$ cat config.mk
export PLATFORM = sky130hd
export DESIGN_NAME = pipe_ctrl
export DESIGN_NICKNAME = d
export VERILOG_FILES = /design/src/rtl/pipe_ctrl.sv
export SDC_FILE = /design/constraint.sdc
export NUM_CORES = 1
export LEC_CHECK = 0
export CORE_MARGIN = 2
export CORE_UTILIZATION = 27
export CTS_CLUSTER_DIAMETER = 50
export DETAILED_ROUTE_END_ITERATION = 8
export PLACE_DENSITY = 0.88
export SLEW_MARGIN = 20
export SYNTH_ARGS = -nofsm -noshare
export SYNTH_HDL_FRONTEND = slang
export SYNTH_SLANG_ARGS = --single-unit
export TNS_END_PERCENT = 20
$ cat constraint.sdc
create_clock -name clk -period 1.4 [get_ports clk]
set_clock_uncertainty 0.15 [all_clocks]
set_input_delay 0.28 -clock clk [delete_from_list [all_inputs] [get_ports clk]]
set_output_delay 0.28 -clock clk [all_outputs]
set_load 0.03 [all_outputs]
$ cat src/rtl/pipe_ctrl.sv
// Pipeline hazard/stall controller: INIT flush, load-use and redirect handling, memory wait.
// Optional saturating performance counters are built when PIPE_CTRL_PERF_EN is defined.
module pipe_ctrl #(
    parameter int FLUSH_CYCLES = 2,
    parameter int CNT_W        = 32
) (
    input  logic             clk,
    input  logic             rst_n,
    input  logic [4:0]       id_rs1,
    input  logic [4:0]       id_rs2,
    input  logic [4:0]       ex_rd,
    input  logic             ex_mem_read,
    input  logic             ex_redirect,
    input  logic             mem_req,
    input  logic             mem_ack,
    output logic             stall_pc,
    output logic             stall_if_id,
    output logic             stall_id_ex,
    output logic             stall_ex_mem,
    output logic             flush_if_id,
    output logic             flush_id_ex,
    output logic             flush_mem_wb,
    output logic             busy,
    output logic [CNT_W-1:0] stall_cycles,
    output logic [CNT_W-1:0] redirect_count
);

    localparam int FC_W = (FLUSH_CYCLES < 2) ? 1 : $clog2(FLUSH_CYCLES + 1);
    localparam logic [FC_W-1:0] FLUSH_INIT = FC_W'(FLUSH_CYCLES);

    typedef enum logic [1:0] {
        INIT     = 2'd0,
        RUN      = 2'd1,
        MEM_WAIT = 2'd2
    } state_t;

    state_t          state_q, state_d;
    logic [FC_W-1:0] flush_cnt_q, flush_cnt_d;

    logic load_use;
    logic mem_miss;

    assign load_use = ex_mem_read && (ex_rd != 5'd0) &&
                      ((ex_rd == id_rs1) || (ex_rd == id_rs2));
    assign mem_miss = mem_req && !mem_ack;

    // A count of 1 (or less, for degenerate FLUSH_CYCLES) means this is the last INIT cycle.
    always_comb begin
        state_d     = state_q;
        flush_cnt_d = flush_cnt_q;
        case (state_q)
            INIT: begin
                if (flush_cnt_q <= FC_W'(1)) begin
                    state_d = RUN;
                end else begin
                    flush_cnt_d = flush_cnt_q - FC_W'(1);
                end
            end
            RUN: begin
                if (mem_miss) begin
                    state_d = MEM_WAIT;
                end
            end
            MEM_WAIT: begin
                if (mem_ack) begin
                    state_d = RUN;
                end
            end
            default: state_d = INIT;
        endcase
    end

    always_ff @(posedge clk or negedge rst_n) begin
        if (!rst_n) begin
            state_q     <= INIT;
            flush_cnt_q <= FLUSH_INIT;
        end else begin
            state_q     <= state_d;
            flush_cnt_q <= flush_cnt_d;
        end
    end

    // Memory stall outranks redirect, which outranks the load-use bubble.
    always_comb begin
        stall_pc     = 1'b0;
        stall_if_id  = 1'b0;
        stall_id_ex  = 1'b0;
        stall_ex_mem = 1'b0;
        flush_if_id  = 1'b0;
        flush_id_ex  = 1'b0;
        flush_mem_wb = 1'b0;
        busy         = 1'b0;
        case (state_q)
            INIT: begin
                stall_pc     = 1'b1;
                flush_if_id  = 1'b1;
                flush_id_ex  = 1'b1;
                flush_mem_wb = 1'b1;
                busy         = 1'b1;
            end
            RUN: begin
                if (mem_miss) begin
                    stall_pc     = 1'b1;
                    stall_if_id  = 1'b1;
                    stall_id_ex  = 1'b1;
                    stall_ex_mem = 1'b1;
                    flush_mem_wb = 1'b1;
                end else if (ex_redirect) begin
                    flush_if_id = 1'b1;
                    flush_id_ex = 1'b1;
                end else if (load_use) begin
                    stall_pc    = 1'b1;
                    stall_if_id = 1'b1;
                    flush_id_ex = 1'b1;
                end
            end
            MEM_WAIT: begin
                busy = 1'b1;
                if (!mem_ack) begin
                    stall_pc     = 1'b1;
                    stall_if_id  = 1'b1;
                    stall_id_ex  = 1'b1;
                    stall_ex_mem = 1'b1;
                    flush_mem_wb = 1'b1;
                end
            end
            default: begin
                stall_pc     = 1'b1;
                flush_if_id  = 1'b1;
                flush_id_ex  = 1'b1;
                flush_mem_wb = 1'b1;
                busy         = 1'b1;
            end
        endcase
    end

`ifdef PIPE_CTRL_PERF_EN
    logic [CNT_W-1:0] stall_cycles_q, stall_cycles_d;
    logic [CNT_W-1:0] redirect_count_q, redirect_count_d;
    logic             count_stall;
    logic             count_redirect;

    assign count_stall    = ((state_q == RUN) || (state_q == MEM_WAIT)) && stall_pc;
    assign count_redirect = (state_q == RUN) && ex_redirect && !mem_miss;

    always_comb begin
        stall_cycles_d   = stall_cycles_q;
        redirect_count_d = redirect_count_q;
        if (count_stall && (stall_cycles_q != {CNT_W{1'b1}})) begin
            stall_cycles_d = stall_cycles_q + CNT_W'(1);
        end
        if (count_redirect && (redirect_count_q != {CNT_W{1'b1}})) begin
            redirect_count_d = redirect_count_q + CNT_W'(1);
        end
    end

    always_ff @(posedge clk or negedge rst_n) begin
        if (!rst_n) begin
            stall_cycles_q   <= '0;
            redirect_count_q <= '0;
        end else begin
            stall_cycles_q   <= stall_cycles_d;
            redirect_count_q <= redirect_count_d;
        end
    end

    assign stall_cycles   = stall_cycles_q;
    assign redirect_count = redirect_count_q;
`else
    assign stall_cycles   = '0;
    assign redirect_count = '0;
`endif

endmodule
==> results by group <==
Run status
  • Failing checks: setup timing
  • Outcome: complete, but fails checks

Power
  • Power Density: 1543 nW/µm²
  • Worst IR drop on VDD: 0.4254 mV
  • Final total power: 2.245 mW
  • Pleak: 0.7644 nW

Final layout
  • Final Cell Area: 1455 µm²
  • # diodes: 0
  • Nets@finish: 203
  • Area added between synthesis and finish: 50.06%
  • Layout cells sized above 1: 42.05%

Floorplan
  • Die width: 63.93 µm
  • Starting Density: 28.61%
  • Die H: 63.93 µm
  • Die area: 4087 µm²
  • I/O pins: 93
  • Std-Cell Core Area: 3390 µm²
  • FP Rows: 21

Detailed routing
  • Via Count: 777
  • Final Routed Wirelength: 2064 µm
  • Post-route ant nets: 0
  • Average wire per standard cell: 9.297 µm
  • Iter 0 DRT Violations: 21
  • Residual DRC count: 0
  • Via density: 3.500
  • Drt first pass iters: 6

GRT
  • Maximum number of pins on one net before global-route repair: 5
  • Number of global-route vias before repair: 704
  • First-pass GRT wire length: 3298 µm
  • Initial antenna violation count: 0
  • Total grt overflow: 0
  • GRT Total Usage: 10.13%

Placement
  • Setup slack at placement: -1.296 ns
  • Port-buffer cells: 28
  • Dpl hpwl: 1660 µm
  • RD Place Congestion: 0.7332
  • Placed Area: 1265 µm²

Setup path
  • Critical Setup Path Class: flip-flop to output pin
  • Setup crit end kind: output pin
  • CP required: 0.97 ns
  • Crit-path max FO: 2
  • CP startpoint kind: flip-flop
  • CP arrival: 1.56 ns

Synthesis
  • Top post-synthesis cells by count: buf_4 (65), xor2_1 (10), inv_1 (7)
  • Async SR Flop Fraction: 100.0%
  • Yosys cell types: 26
  • Most frequent cell after synthesis: buf_4
  • Synthesis-stage register bit count: 4
  • EDFF count, synth: 0
  • Yosys top cell area share: 50.32%
  • Synth Instances: 122
  • Sequential fraction of the synthesis area: 10.45%
  • Syn. warnings: 0
  • Synth top area cells: buf_4 (50%), xor2_1 (9.0%), dfrtp_1 (7.7%)
  • Syn_area_per_cell: 7.948 µm²
  • Post-Syn Area: 969.7 µm²
  • Commonest register cell after synthesis: dfrtp_1
  • Cell taking the most area after synthesis: buf_4

Timing
  • Slew Limit Fails: 0
  • Final worst setup slack: -0.5944 ns
  • Min Hold Slack: 0.09023 ns
  • Period minus WS final: 1.994 ns
  • Final setup fails: 11
  • Final Hold Violating Endpoints: 0
  • Period utilization: 142.5%
  • RSZ-0062 raised after global routing: yes
  • Fmax: 0.5014 GHz

Clock tree
  • Clock sink count: 4
  • CTS clock-pin slew for the worst setup and hold paths: 0.04 ns
  • Num CTS Buffers: 3
  • Clock root cell: clkbuf_4
  • Clock Latency Late Sink: 0.23 ns
  • H-tree depth: 1
  • CTS tree: built
  • CTS Buffer Depth: 2

Worst hold path
  • Worst hold path type: primary input to asynchronous set/reset pin

Run
  • Max-cap violations: 0
==> flip-flops by register name (all words and copies together) (netlist names) <==
name,cells
flush_cnt_q,2
state_q,2
==> logic make-up after synthesis <==
group / Yosys count / share of synthesized area, %
buffers and inverters: 72 / 53.03
and+or+nand+nor: 17 / 10.71
AOI/OAI and AO/OA: 12 / 9.033
xor gates and xnor gates: 11 / 9.935
adders and majority gates: 5 / 6.452
DFF: 4 / 10.45
other: 1 / 0.3867
==> worst max-delay path, cell delays in order, from the launching register on <==
cell and delay (ns):
dfrtp_1 0.37, inv_2 0.07, buf_6 0.12, ha_4 0.26
buf_6 0.10, nand2_4 0.04, o41ai_4 0.21, buf_6 0.18
==> stage by stage <==
| step | setup TNS (ns) | utilization, % | std cells |
|---|---|---|---|
| 6_report | -4.362 | 42.93 | 222 |
| 5_1_grt | -5.097 | 42.93 | 222 |
| 4_1_cts | -4.284 | 43.08 | 222 |
| 3_5_place_dp | -6.908 | 37.32 | 215 |
| 3_3_place_gp | -6.675 | 37.32 | 215 |
| 2_1_floorplan | -1.915 | - | 185 |
==> report_power, final <==
| group | total [mW] | switching, mW | internal [mW] |
|---|---|---|---|
| Sequential | 0.183 | 0.0370 | 0.146 |
| Combinational | 1.91 | 1.04 | 0.870 |
| Clock | 0.148 | 0.0413 | 0.106 |
==> cell type report <==
cell class | instances | area, µm²
fillers | 326 | 1934
multi-input cells | 109 | 769.5
clock buffers | 4 | 26.28
well taps | 46 | 57.56
repair buffers | 52 | 467.9
inverters | 7 | 31.28
flip-flops and latches | 4 | 102.6
==> placed cells by master, fill, tap and decap left out, types with 2 or more instances in the layout <==
| cell type | Yosys | layout |
|---|---|---|
| conb_1 | 1 | 64 |
| buf_4 | 65 | 18 |
| buf_6 | 0 | 15 |
| dlygate4sd2_1 | 0 | 9 |
| xor2_1 | 10 | 7 |
| nor2_1 | 6 | 6 |
| inv_2 | 0 | 5 |
| ha_4 | 0 | 4 |
| o21ai_2 | 1 | 3 |
| xor2_2 | 0 | 3 |
| clkbuf_4 | 0 | 3 |
| buf_2 | 0 | 3 |
| clkdlybuf4s15_1 | 0 | 3 |
| a22oi_2 | 1 | 2 |
| nand2b_4 | 0 | 2 |
| dfrtp_1 | 3 | 2 |
| clkdlybuf4s50_1 | 0 | 2 |
==> repair_timing <==
action	CTS	global route
setup endpoints to repair	11	11
hold buffers	0	0
gates resized for setup	97	1
buffers inserted	3	0
pin swaps	21	0
==> worst paths after layout <==
check	start	end	slack (ns)	cells after the start
hold / removal	rst_n	flush_cnt_q[0]$_DFFE_PN0P_	0.09	1
hold reg to reg	flush_cnt_q[1]$_DFFE_PN1P_	flush_cnt_q[1]$_DFFE_PN1P_	0.42	3
min in group clk	flush_cnt_q[1]$_DFFE_PN1P_	flush_cnt_q[1]$_DFFE_PN1P_	0.42	3
setup / recovery	state_q[1]$_DFFE_PN0P_	stall_if_id	-0.59	7
max in group asynchronous	rst_n	flush_cnt_q[1]$_DFFE_PN1P_	0.77	1
setup reg to reg	state_q[0]$_DFFE_PN0P_	state_q[1]$_DFFE_PN0P_	-0.24	7
==> layer usage <==
metal,wire length (µm),global-route usage [%],vias to the layer above
met5,0,0,-
met4,23,3.533,0
met3,131,0.8803,2
met2,1196,20.57,43
met1,713,10.55,368
li1,-,-,364
Note: power is estimated with default switching activity, not from simulation.
